### config.mk
export PLATFORM = sky130hd
export DESIGN_NAME = conv_input_sequencer
export DESIGN_NICKNAME = d
export VERILOG_FILES = /design/src/rtl/conv_pkg.sv /design/src/rtl/conv_input_sequencer.sv
export SDC_FILE = /design/constraint.sdc
export NUM_CORES = 1
export LEC_CHECK = 0
export BUFFER_PORTS_ARGS = -buffer_cell sky130_fd_sc_hd__buf_2
export CORE_MARGIN = 8
export CORE_UTILIZATION = 30
export CTS_CLUSTER_SIZE = 25
export DETAILED_ROUTE_END_ITERATION = 6
export HOLD_SLACK_MARGIN = 0.06
export PLACE_DENSITY = 0.6
export SLEW_MARGIN = 25
export SYNTH_ARGS = -nofsm -noshare
export SYNTH_HDL_FRONTEND = slang
export SYNTH_SLANG_ARGS = --single-unit
### constraint.sdc
create_clock -name clk -period 2.4 [get_ports clk]
set_clock_uncertainty 0.15 [all_clocks]
set_input_delay 0.72 -clock clk [delete_from_list [all_inputs] [get_ports clk]]
set_output_delay 0.72 -clock clk [all_outputs]
set_load 0.03 [all_outputs]
### src/rtl/conv_pkg.sv
// Shared constants for the convolution input path: default geometry of the
// input register bank, sequencer state encoding and bank rw_mode values.
package conv_pkg;

  // Default geometry of the 5-entry x 16-bit input register bank
  localparam int DEF_DATA_W   = 16;
  localparam int DEF_NUM_TAPS = 5;
  localparam int DEF_ADDR_W   = 3;
  localparam int DEF_PASS_W   = 4;

  // Sequencer state encoding (3-bit, legacy-compatible constants)
  localparam logic [2:0] ST_IDLE     = 3'd0;
  localparam logic [2:0] ST_LOAD     = 3'd1;
  localparam logic [2:0] ST_RD_ISSUE = 3'd2;
  localparam logic [2:0] ST_RD_WAIT  = 3'd3;
  localparam logic [2:0] ST_RD_HOLD  = 3'd4;
  localparam logic [2:0] ST_DONE     = 3'd5;

  // Bank rw_mode pin values
  localparam logic RW_WRITE = 1'b0;
  localparam logic RW_READ  = 1'b1;

endpackage

### src/rtl/conv_input_sequencer.sv
// Controller for the convolution input register bank. Loads one window of
// NUM_TAPS samples from a valid/ready input stream into the bank, then
// replays it to the MAC once per configured pass on a valid/ready output.
//
// Handshake semantics (both streams): a beat transfers on a rising clk edge
// where valid and ready are both high. in_ready is high only in LOAD and does
// not depend on in_valid. out_valid is high only in RD_HOLD and, once high,
// out_data/out_tap/out_last stay stable until the transfer edge; out_valid
// does not depend on out_ready.
//
// fsm_state exposes the current state encoding for observation.
module conv_input_sequencer
  import conv_pkg::*;
#(
  parameter int DATA_W   = DEF_DATA_W,
  parameter int NUM_TAPS = DEF_NUM_TAPS,
  parameter int ADDR_W   = DEF_ADDR_W,
  parameter int PASS_W   = DEF_PASS_W
) (
  input  logic              clk,
  input  logic              rst,
  input  logic              start,
  input  logic [PASS_W-1:0] cfg_passes,
  input  logic              in_valid,
  input  logic [DATA_W-1:0] in_data,
  output logic              in_ready,
  output logic              out_valid,
  output logic [DATA_W-1:0] out_data,
  output logic [ADDR_W-1:0] out_tap,
  output logic              out_last,
  input  logic              out_ready,
  output logic              bank_en,
  output logic              bank_rw,
  output logic [ADDR_W-1:0] bank_addr,
  output logic [DATA_W-1:0] bank_wdata,
  input  logic [DATA_W-1:0] bank_rdata,
  output logic              busy,
  output logic              done,
  output logic [2:0]        fsm_state
);

  localparam logic [ADDR_W-1:0] LAST_TAP = ADDR_W'(NUM_TAPS - 1);

  logic [2:0]        state;
  logic [ADDR_W-1:0] tap;
  logic [PASS_W-1:0] pass;
  logic [PASS_W-1:0] passes;

  // State, counters and the registered replay sample
  always_ff @(posedge clk or posedge rst) begin
    if (rst) begin
      state    <= ST_IDLE;
      tap      <= '0;
      pass     <= '0;
      passes   <= '0;
      out_data <= '0;
      out_tap  <= '0;
      out_last <= 1'b0;
    end else begin
      case (state)
        ST_IDLE: begin
          if (start) begin
            // A pass count of zero still replays the window once
            passes <= (cfg_passes == '0) ? PASS_W'(1) : cfg_passes;
            tap    <= '0;
            pass   <= '0;
            state  <= ST_LOAD;
          end
        end
        ST_LOAD: begin
          if (in_valid) begin
            if (tap == LAST_TAP) begin
              tap   <= '0;
              state <= ST_RD_ISSUE;
            end else begin
              tap <= tap + ADDR_W'(1);
            end
          end
        end
        ST_RD_ISSUE: begin
          state <= ST_RD_WAIT;
        end
        ST_RD_WAIT: begin
          // Bank output is valid only during this cycle; capture it here
          out_data <= bank_rdata;
          out_tap  <= tap;
          out_last <= (tap == LAST_TAP);
          state    <= ST_RD_HOLD;
        end
        ST_RD_HOLD: begin
          if (out_ready) begin
            if (!out_last) begin
              tap   <= tap + ADDR_W'(1);
              state <= ST_RD_ISSUE;
            end else if (pass != passes - PASS_W'(1)) begin
              pass  <= pass + PASS_W'(1);
              tap   <= '0;
              state <= ST_RD_ISSUE;
            end else begin
              state <= ST_DONE;
            end
          end
        end
        ST_DONE: begin
          state <= ST_IDLE;
        end
        default: begin
          state <= ST_IDLE;
        end
      endcase
    end
  end

  // Stream and status outputs decoded from state
  always_comb begin
    in_ready  = (state == ST_LOAD);
    out_valid = (state == ST_RD_HOLD);
    busy      = (state != ST_IDLE);
    done      = (state == ST_DONE);
    fsm_state = state;
  end

  // Bank pins: write on an accepted load beat, read in RD_ISSUE, idle otherwise
  always_comb begin
    bank_en    = 1'b0;
    bank_rw    = RW_WRITE;
    bank_addr  = '0;
    bank_wdata = '0;
    if (state == ST_LOAD && in_valid) begin
      bank_en    = 1'b1;
      bank_rw    = RW_WRITE;
      bank_addr  = tap;
      bank_wdata = in_data;
    end else if (state == ST_RD_ISSUE) begin
      bank_en   = 1'b1;
      bank_rw   = RW_READ;
      bank_addr = tap;
    end
  end

endmodule

# Word-level counts from Yosys, hierarchy flattened
# Cells that the tools add are included.
# totals
ff_bits,34
latch_bits,0
mem_bits_rw,0
rom_bits,0
in_bits,41
output_inout_bits,48
elab_cells,60
n_memories,0
# classes
n_addsub,3
multipliers,0
div_mod_pow,0
n_lt_le_gt_ge,0
n_eq_ne,14
shift,0
mux,26
n_bitwise,0
n_reduce_logical,10
# op_table
op,n
$mux 3,14
$mux 4,5
$mux 16,1
$pmux 3 s5,1
$reduce_and 5->1,2
$eq 3x3->1 const B,3
$pmux 3 s3,1
$ne 2x1->1 const B,4
$pmux 4 s2,1
$eq 3x2->1 const B,2
$reduce_bool 3->1,2
$add 4x1->4 const B,1
$logic_not 4->1,1
$ne 2x2->1 const B,2
$ne 4x4->1,1
$reduce_and 4->1,1
$sub 4x1->4 const B,1
$add 3x1->3 const B,1
$eq 3x1->1 const B,1
$logic_not 3->1,1
$mux 1,3
$ne 3x2->1 const B,1
$reduce_and 2->1,1
$reduce_bool 2->1,1
$logic_and 1x1->1,1

# Logic depth before layout (Yosys ltp)
# Gate-level depths: netlist of the first run.
# logic_depth
ltp_word,6
ltp_mapped,7
depth_no_buf,7

# Worst setup path after synthesis of the first run
# Ideal clock, no wire load.
# synth_path
kind,register -> output
start,register state[1] (netlist: fsm_state[1])
end,output bank_addr[2]
arrival_ps,2176
t_required_ps,1530
path_slack_ps,-646
stages_incl_launch_ff,6
path_buffers,1
cell_sequence,dfrtp_1 buf_2 nor2b_1 nor2b_1 a21oi_1 nor2b_1
# synth_via
elab_chain_len,3
elab_cells_between_ends,5
classes_between,2 x eq/ne; 2 x mux; 1 x reduce/logical
# synth_rtl
item,line,source
start: declaration,conv_input_sequencer.sv:44,logic [2:0] state;
start signal: assignment,conv_input_sequencer.sv:52,state <= ST_IDLE;
start signal: assignment,conv_input_sequencer.sv:67,state <= ST_LOAD;
start signal: assignment,conv_input_sequencer.sv:74,state <= ST_RD_ISSUE;
$eq 3x2->1 / $eq 3x1->1 (equally long branches),"conv_input_sequencer.sv:134, conv_input_sequencer.sv:129",
$mux 3 / $logic_and 1x1->1 (equally long branches),"conv_input_sequencer.sv:134, conv_input_sequencer.sv:129",
$mux 3 (*),conv_input_sequencer.sv:129,if (state == ST_LOAD && in_valid) begin
end: declaration,conv_input_sequencer.sv:34,"output logic [ADDR_W-1:0] bank_addr,"
# Every way passes the cells marked *; elsewhere a longest branch is shown, timed or not.

# Worst setup path after layout of the first run
# layout_path
start,register state[1] (netlist: fsm_state[1])
end,output bank_wdata[15]
# layout_via
elab_chain_len,3
# layout_rtl
item,line,source
$eq 3x1->1,conv_input_sequencer.sv:129,
$logic_and 1x1->1,conv_input_sequencer.sv:129,
$mux 16,conv_input_sequencer.sv:129,
end: declaration,conv_input_sequencer.sv:35,"output logic [DATA_W-1:0] bank_wdata,"
# Every way passes these cells.

==> impl_metrics.env, run 1 <==
export IMPL_grt_pass1_vias=1671
export IMPL_max_vdd_ir_drop_v=0.0005723
export IMPL_critPathMaxFanout=18
export IMPL_cts_path_max_buffers=2
export IMPL_outcome="complete, but fails checks"
export IMPL_final_common_cell="buf_2"
export IMPL_worst_slack_ns=-0.03678
export IMPL_synthesis_area_um2=1805
export IMPL_final_cell_mix="67 x buf_2, 31 x dfrtp_1, 21 x mux2_2, 21 x buf_6, 12 x buf_4"
export IMPL_antenna_found_initial=0
export IMPL_worst_slew_pin_slew_ns=0.4405
export IMPL_grt_usage_pct=11.20
export IMPL_post_route_period_util_pct=101.5
export IMPL_dr_pass1_iters=4
export IMPL_cts_sinks=34
export IMPL_criticalPathCategory="register to primary output"
export IMPL_post_drt_wl_per_cell_um=14.59
export IMPL_initial_utilization_pct=30.68
export IMPL_p_per_area_nw_per_um2=1355
export IMPL_max_freq_ghz=0.4104
export IMPL_cts_tree="built"
export IMPL_critPathRequiredTime_ns=1.53
export IMPL_ant_nets=0
export IMPL_layout_min_cycle_time_ns=2.437
export IMPL_design_power_total_mw=3.625
export IMPL_grt_ovfl_total=0
export IMPL_areaGrowthSynthToFinish_pct=48.16
export IMPL_relSlewSlack_pct=70.63
export IMPL_ios=89
export IMPL_nNetsFinal=309
export IMPL_place_hpwl_um=3831
export IMPL_drt_vias_per_instance=4.721
export IMPL_gp_congestion=0.7444
export IMPL_max_cap_viol_count=0
export IMPL_std_cell_rows=28
export IMPL_rsz0062_at_grt="yes"
export IMPL_syn_avg_cell_area_um2=10.88
export IMPL_diodes=0
export IMPL_yosys_warnings=0
export IMPL_port_buffers=88
export IMPL_n_fill_cell=560
export IMPL_grt_pass1_wl_um=7831
export IMPL_violations="negative setup slack"
export IMPL_vias=1605
export IMPL_placed_area_um2=2426
export IMPL_core_um2=5886
export IMPL_finalMaxSlewViolations=0
export IMPL_clkLatencyLatePin_ns=0.28
export IMPL_layout_cells_non_filler=340
export IMPL_clkTransAtPathRegs_ns=0.07
export IMPL_routed_wl_um=4962
export IMPL_final_hold_violation_count=0
export IMPL_dpl_worst_slack_ns=0.1616
export IMPL_start_kind="register"
export IMPL_ys_seq_area_share_pct=47.12
export IMPL_leakagePower_nw=1.346
export IMPL_ys_types=38
export IMPL_root_buffer="clkbuf_8"
export IMPL_syn_nets=211
export IMPL_drt_iter0_drc=31
export IMPL_grt_start_max_net_pins=35
export IMPL_setup_violations=16
export IMPL_hold_class="register to register"
export IMPL_numCtsBuffers=5
export IMPL_crit_arrival_ns=1.57
export IMPL_finalInstanceArea_um2=2675
export IMPL_ys_ff_latch=34
export IMPL_chipWidth_um=93.58
export IMPL_drive_gt1_share_pct=58.49
export IMPL_ys_async_sr_fraction_pct=100.0
export IMPL_holdWs_ns=0.3366
export IMPL_cp_end_kind="primary output"
export IMPL_route_detailed_drc=0
export IMPL_die_area_um2=8756
export IMPL_dp_cells=330
export IMPL_synth_edf_count=0
export IMPL_h_tree_depth=2
export IMPL_netlist_instances=166
export IMPL_ys_flop_type="dfrtp_1"
export IMPL_die_y_um=93.58
export IMPL_reg2reg_slack_ns=0.35
per-layer routing:
layer  global-route usage (%)  vias to the layer above  wire length, µm
li1                         -                      784                -
met1                    11.36                      748             1901
met4                    3.963                        0               69
met5                        0                        -                0
met2                    20.33                       67             2410
met3                    4.407                        6              581
stage by stage:
stage | setup TNS (ns) | utilization, %
2_1_floorplan | -0.08574 | -
3_3_place_gp | 0 | 41.22
3_5_place_dp | 0 | 41.22
4_1_cts | -0.4976 | 45.22
5_1_grt | -1.557 | 45.45
6_report | -0.3144 | 45.45
registers in the layout (all words and copies together), names as in the netlist:
| name | cells |
|---|---|
| out_tap | 3 |
| tap | 3 |
| out_data | 16 |
| out_last | 1 |
| passes | 4 |
| fsm_state | 3 |
| pass | 4 |
cell type report:
type	instances	area, µm²	area share [%]
Inverter	8	33.78	1.263
Timing Repair Buffer	100	661.9	24.74
Tap cell	75	93.84	3.508
Sequential cell	34	854.6	31.95
Multi-Input combinational cell	115	939.7	35.13
Clock buffer	7	86.33	3.227
Clock inverter	1	5.005	0.1871
synth_stat cells, drive strengths merged (2+ instances only):
master	number	share of area (%)
ha	4	2.8
xor2	3	1.5
o31ai	2	0.83
clkbuf	3	0.62
nand2	8	1.7
dfrtp	34	47
mux2	21	13
inv	8	1.7
buf	6	1.8
nor3b	4	1.9
a21oi	3	0.83
a22o	2	1.0
a31oi	3	1.0
and3	16	5.5
nand3	4	1.4
nor3	6	2.2
nor2	9	1.9
o21ai	8	2.2
mux2i	3	1.7
nor2b	4	1.4
nand2b	2	0.69
o41ai	2	1.4
xnor2	2	0.97
critical path, cell delays in order (launching register included):
cell and delay (ns):
dfrtp_2 0.42, buf_6 0.12, nor3b_4 0.23, buf_6 0.18, and3_1 0.20, buf_6 0.14
where the power goes:
part / leakage (nW) / switching (mW) / internal (mW) / total (mW)
sequential: 0.417 / 0.197 / 0.837 / 1.03
clock: 0.0482 / 0.195 / 0.231 / 0.426
combinational: 0.881 / 1.28 / 0.889 / 2.16
total: 1.35 / 1.67 / 1.96 / 3.62
what timing repair did:
item,CTS,global route
gates resized for setup,43,2
hold endpoints to repair,0,0
pin swaps,2,0
setup endpoints to repair,20,23
setup buffers,1,1
hold buffers,0,0
worst paths after layout:
path | from | end | depth (start not counted)
worst min register to register | out_tap[0] | out_tap[0] | 2
max in group asynchronous | rst | fsm_state[0] | 3
worst max register to register | fsm_state[0] | pass[3] | 6
worst min-delay path | out_tap[0] | out_tap[0] | 2
min in group asynchronous | rst | passes[1] | 3
worst max-delay path | fsm_state[1] | bank_wdata[15] | 5
logic make-up after synthesis:
group / count (synthesis) / share of synthesized area, %
and+or+nand+nor: 57 / 18.30
DFF: 34 / 47.12
AOI/OAI and AO/OA: 24 / 9.287
muxes: 24 / 14.76
buffers and inverters: 17 / 4.089
xor gates and xnor gates: 6 / 3.673
adders and majority gates: 4 / 2.772
Note: power is estimated with default switching activity, not from simulation.
==> run 2: changes to the inputs <==
--- a/config.mk
+++ b/config.mk
@@ -6,12 +6,14 @@
 export NUM_CORES = 1
 export LEC_CHECK = 0
 export BUFFER_PORTS_ARGS = -buffer_cell sky130_fd_sc_hd__buf_2
+export CELL_PAD_IN_SITES_DETAIL_PLACEMENT = 0
+export CELL_PAD_IN_SITES_GLOBAL_PLACEMENT = 1
 export CORE_MARGIN = 8
-export CORE_UTILIZATION = 30
+export CORE_UTILIZATION = 34
 export CTS_CLUSTER_SIZE = 25
 export DETAILED_ROUTE_END_ITERATION = 6
 export HOLD_SLACK_MARGIN = 0.06
-export PLACE_DENSITY = 0.6
+export PLACE_DENSITY = 0.84
 export SLEW_MARGIN = 25
 export SYNTH_ARGS = -nofsm -noshare
 export SYNTH_HDL_FRONTEND = slang
==> impl_metrics.env, run 2 (synthesized netlist as in run 1, its figures left out) <==
export IMPL_cpMostUsedCell="buf_6"
export IMPL_ant_nets=0
export IMPL_largest_register="out_data"
export IMPL_reg2reg_depth=7
export IMPL_rsz0062_at_grt="yes"
export IMPL_hold_buffers=0
export IMPL_diodes=0
export IMPL_whs_endpoint="out_tap[0]"
export IMPL_dr_pass1_iters=4
export IMPL_critPathRequiredTime_ns=1.53
export IMPL_cts_path_max_buffers=2
export IMPL_routed_wl_um=5131
export IMPL_n_fill_cell=465
export IMPL_max_vdd_ir_drop_v=0.0007081
export IMPL_design_power_total_mw=3.732
export IMPL_max_stage_delay_ns=0.45
export IMPL_areaGrowthSynthToFinish_pct=50.17
export IMPL_initial_utilization_pct=35.35
export IMPL_layout_min_cycle_time_ns=2.376
export IMPL_crit_chain="nor3b_4 > buf_6 > buf_2 > and3_2 > buf_6"
export IMPL_relSlewSlack_pct=65.58
export IMPL_cp_num_buf_inv=3
export IMPL_grt_usage_pct=12.85
export IMPL_antenna_found_initial=0
export IMPL_outcome="completed"
export IMPL_die_y_um=88.87
export IMPL_hold_start="out_tap[0]"
export IMPL_top_regs="out_data (16), pass (4), passes (4)"
export IMPL_nNetsFinal=315
export IMPL_reg2reg_slack_ns=0.33
export IMPL_drive_gt1_share_pct=59.78
export IMPL_setup_violations=0
export IMPL_dr_wl_met2_um=2434
export IMPL_h_tree_depth=2
export IMPL_rr_endpoint="pass[3]"
export IMPL_gp_congestion=0.7070
export IMPL_crit_arrival_ns=1.51
export IMPL_holdWs_ns=0.3350
export IMPL_drt_vias_per_instance=4.906
export IMPL_clkTransAtPathRegs_ns=0.07
export IMPL_hold_depth=2
export IMPL_leakagePower_nw=1.380
export IMPL_root_buffer="clkbuf_8"
export IMPL_dp_cells=324
export IMPL_chipWidth_um=88.87
export IMPL_slowest_stage="dfrtp_2"
export IMPL_place_hpwl_um=3704
export IMPL_route_detailed_drc=0
export IMPL_layout_cells_non_filler=341
export IMPL_final_hold_violation_count=0
export IMPL_max_cap_viol_count=0
export IMPL_grt_pass1_wl_um=7872
export IMPL_hold_class="register to register"
export IMPL_dr_wl_met3_um=680
export IMPL_vias=1673
export IMPL_worst_slack_ns=0.02407
export IMPL_finalMaxSlewViolations=0
export IMPL_timing_rr_start="passes[0]"
export IMPL_post_drt_wl_per_cell_um=15.05
export IMPL_final_cell_mix="69 x buf_2, 31 x dfrtp_1, 22 x buf_6"
export IMPL_crit_family="flip-flops"
export IMPL_final_common_cell="buf_2"
export IMPL_port_buffers=88
export IMPL_clkLatencyLatePin_ns=0.28
export IMPL_p_per_area_nw_per_um2=1376
export IMPL_worst_slew_pin_slew_ns=0.5119
export IMPL_critPathMaxFanout=5
export IMPL_grt_pass1_vias=1673
export IMPL_max_freq_ghz=0.4209
export IMPL_std_cell_rows=26
export IMPL_grt_start_max_net_pins=35
export IMPL_drt_iter0_drc=45
export IMPL_ios=89
export IMPL_criticalPathCategory="register to primary output"
export IMPL_core_um2=5107
export IMPL_regArea_um2=854.6
export IMPL_largest_reg_flops=16
export IMPL_die_area_um2=7898
export IMPL_post_route_period_util_pct=99.00
export IMPL_cts_tree="built"
export IMPL_wl_met1_um=1936
export IMPL_numCtsBuffers=5
export IMPL_cp_end_kind="primary output"
export IMPL_highest_signal_layer="met4"
export IMPL_start_kind="register"
export IMPL_cts_sinks=34
export IMPL_multiInputGateArea_um2=947.2
export IMPL_grt_ovfl_total=0
export IMPL_dpl_worst_slack_ns=0.1562
## run 2: changes by cell type in the layout (fill, tap and decap cells not counted)
cell and change:
nor3_1 -1, buf_2 +2, nor3_2 +1, buf_6 +1, clkinv_4 +1, nor2_2 +1, clkinvlp_4 -1, buf_4 +3
clkbuf_8 -1, nor2_1 -1, inv_1 +1
## run 2: cell type report
cell class	instances	area share [%]
Multi-Input combinational cell	115	34.93
Tap cell	70	3.230
Clock inverter	2	0.5076
Timing Repair Buffer	106	26.03
Sequential cell	34	31.52
Clock buffer	6	2.677
Inverter	8	1.108
## run 2: routing by layer
metal / global-route usage [%] / vias to the layer above
met5: 0 / -
met2: 21.90 / 83
li1: - / 798
met1: 13.73 / 786
met3: 5.014 / 6
met4: 5.530 / 0
## run 2: metrics by stage
step                area (µm²)  setup TNS, ns  util [%]
floorplan                 1873       -0.08574         -
global placement          2412              0     47.23
detailed placement        2412              0     47.23
CTS                       2648       -0.02009     51.84
global route              2711        -0.2284     53.09
finish                    2711              0     53.09
## run 2: tightest hold or removal path, cell delays in order, from the launching register on
cell and delay, ns:
dfrtp_1 0.35, nand2_1 0.04, o21ai_0 0.06
## run 2: worst max path at each step
stage,cells past startpoint,startpoint,slack (ns),endpoint
after CTS,4,fsm_state[2],-0.008,bank_wdata[10]
after global routing,5,fsm_state[2],-0.02,bank_wdata[9]
after global placement,5,in_valid,0.17,bank_addr[0]
after detailed placement,6,fsm_state[2],0.16,bank_addr[0]
final,5,fsm_state[2],0.02,bank_wdata[7]
after floorplan,5,fsm_state[1],-0.08,bank_addr[2]
## run 2: timing repair
item | CTS | global route
gates resized for setup | 37 | 10
buffers inserted | 4 | 2
gates cloned | 1 | 2
pin swaps | 3 | 1
endpoints found under the setup margin | 20 | 23
## run 2: power breakdown
| part | internal (mW) | switching, mW | leakage [nW] |
|---|---|---|---|
| registers | 0.836 | 0.172 | 0.417 |
| logic | 0.976 | 1.34 | 0.918 |
| clock network | 0.204 | 0.206 | 0.0452 |
| total | 2.02 | 1.72 | 1.38 |
==> run 3: changes to the inputs <==
--- a/config.mk
+++ b/config.mk
@@ -5,10 +5,10 @@
 export SDC_FILE = /design/constraint.sdc
 export NUM_CORES = 1
 export LEC_CHECK = 0
+export ABC_AREA = 0
 export BUFFER_PORTS_ARGS = -buffer_cell sky130_fd_sc_hd__buf_2
 export CELL_PAD_IN_SITES_DETAIL_PLACEMENT = 0
 export CELL_PAD_IN_SITES_GLOBAL_PLACEMENT = 1
-export CORE_MARGIN = 8
 export CORE_UTILIZATION = 34
 export CTS_CLUSTER_SIZE = 25
 export DETAILED_ROUTE_END_ITERATION = 6
==> impl_metrics.env, run 3 (synthesized netlist as in run 1, its figures left out) <==
export IMPL_outcome="completed"
export IMPL_vias=1650
export IMPL_drive_gt1_share_pct=59.55
export IMPL_worst_slack_ns=0.008036
export IMPL_cp_num_buf_inv=2
export IMPL_root_buffer="clkbuf_8"
export IMPL_slowest_stage="dfrtp_2"
export IMPL_drt_vias_per_instance=4.896
export IMPL_drt_iter0_drc=69
export IMPL_post_route_period_util_pct=99.67
export IMPL_grt_start_max_net_pins=35
export IMPL_cpMostUsedCell="buf_6"
export IMPL_worst_slew_pin_slew_ns=0.4637
export IMPL_n_fill_cell=460
export IMPL_max_freq_ghz=0.4181
export IMPL_rsz0062_at_grt="yes"
export IMPL_nNetsFinal=311
export IMPL_relSlewSlack_pct=68.82
export IMPL_combPwrFrac_pct=59.1
export IMPL_grt_pass1_wl_um=6644
export IMPL_route_detailed_drc=0
export IMPL_multiInputGateArea_um2=957.2
export IMPL_layout_cells_non_filler=337
export IMPL_seqPwrFrac_pct=27.0
export IMPL_diodes=0
export IMPL_cts_sinks=34
export IMPL_crit_family="simple AND/OR/NAND/NOR gates"
export IMPL_max_cap_viol_count=0
export IMPL_initial_utilization_pct=35.35
export IMPL_clkPwrFrac_pct=13.9
export IMPL_die_area_um2=5606
export IMPL_chipWidth_um=74.87
export IMPL_finalInstanceArea_um2=2733
export IMPL_antenna_found_initial=0
export IMPL_leakagePower_nw=1.366
export IMPL_final_common_cell="buf_2"
export IMPL_place_hpwl_um=3091
export IMPL_critPathMaxFanout=15
export IMPL_p_per_area_nw_per_um2=1373
export IMPL_reg2reg_slack_ns=0.37
export IMPL_finalMaxSlewViolations=0
export IMPL_cts_path_max_buffers=2
export IMPL_swShare_pct=44.63
export IMPL_core_um2=5107
export IMPL_ant_nets=0
export IMPL_internal_power_mw=2.077
export IMPL_critPathRequiredTime_ns=1.53
export IMPL_die_y_um=74.87
export IMPL_largest_register="out_data"
export IMPL_start_kind="register"
export IMPL_setup_violations=0
export IMPL_crit_arrival_ns=1.52
export IMPL_largest_reg_flops=16
export IMPL_grt_usage_pct=15.73
export IMPL_dpl_worst_slack_ns=0.1274
export IMPL_clkTransAtPathRegs_ns=0.07
export IMPL_final_cell_mix="67 x buf_2, 31 x dfrtp_1, 22 x buf_6"
export IMPL_p_switching_mw=1.674
export IMPL_numCtsBuffers=5
export IMPL_areaGrowthSynthToFinish_pct=51.35
export IMPL_gp_congestion=0.7342
export IMPL_top_regs="out_data (16), pass (4), passes (4)"
export IMPL_h_tree_depth=2
export IMPL_design_power_total_mw=3.752
export IMPL_std_cell_rows=26
export IMPL_ios=89
export IMPL_cts_tree="built"
export IMPL_max_vdd_ir_drop_v=0.0007302
export IMPL_dr_pass1_iters=4
export IMPL_criticalPathCategory="register to primary output"
export IMPL_hold_class="primary input to asynchronous set/reset pin"
export IMPL_clkLatencyLatePin_ns=0.28
export IMPL_hold_buffers=0
export IMPL_port_buffers=88
export IMPL_cp_end_kind="primary output"
export IMPL_grt_pass1_vias=1549
export IMPL_max_stage_delay_ns=0.44
export IMPL_layout_min_cycle_time_ns=2.392
export IMPL_post_drt_wl_per_cell_um=12.82
export IMPL_placed_area_um2=2432
export IMPL_routed_wl_um=4322
export IMPL_dp_cells=325
export IMPL_regArea_um2=854.6
export IMPL_grt_ovfl_total=0
export IMPL_final_util_pct=53.50
export IMPL_crit_chain="nor3b_4 > buf_6 > and3_1 > buf_6"
export IMPL_final_hold_violation_count=0
run 3: path summary, 6_finish.rpt:
path / startpoint / end / cells after the start
hold reg to reg: out_tap[1] / out_tap[1] / 2
setup reg to reg: fsm_state[0] / pass[3] / 7
hold / removal: rst / passes[2] / 3
max in group asynchronous: rst / fsm_state[1] / 3
min in group clk: out_tap[1] / out_tap[1] / 2
setup / recovery: fsm_state[1] / bank_wdata[1] / 4
run 3: power groups by stage:
stage | combinational (mW) | clock [mW] | sequential (mW)
finish | 2.22 | 0.521 | 1.01
global route | 2.42 | 0.555 | 1.06
CTS | 2.14 | 0.537 | 1.02
detailed placement | 2.03 | 0 | 1.05
global placement | 2.01 | 0 | 1.03
floorplan | 1.17 | 0 | 1.38
run 3: timing repair:
| item | 4_1_cts | 5_1_grt |
|---|---|---|
| cloned | 0 | 0 |
| resized for setup | 24 | 28 |
| setup buffers | 3 | 1 |
| pin swaps | 0 | 3 |
| endpoints found under the setup margin | 19 | 21 |
run 3: area by class of cell:
type / instances / share of cell area [%]
clock buffers: 6 / 2.656
flip-flops and latches: 34 / 31.27
well taps: 70 / 3.205
clock inverters: 2 / 1.374
inverters: 8 / 1.099
repair buffers: 102 / 25.37
multi-input cells: 115 / 35.03
run 3: worst register-to-register path, cell delays in order (launching register included):
cell	delay, ns
dfrtp_2	0.40
buf_4	0.17
buf_4	0.18
nor2_2	0.15
a21boi_1	0.24
o31ai_1	0.16
or3_1	0.37
a21oi_1	0.15
run 3: metal layers:
layer	part of all wire, %	global-route usage [%]
met2	51	29.03
met3	8.1	4.552
met4	0.93	4.403
met1	40	17.57
met5	0	0
run 3: per-stage QoR:
stage | TNS (ns) | hold slack, ns
3_3_place_gp | 0 | 0.3074
6_report | 0 | 0.3173
3_5_place_dp | 0 | 0.3237
2_1_floorplan | -0.08574 | 0.3500
4_1_cts | -0.04140 | 0.3169
5_1_grt | -1.192 | 0.3446
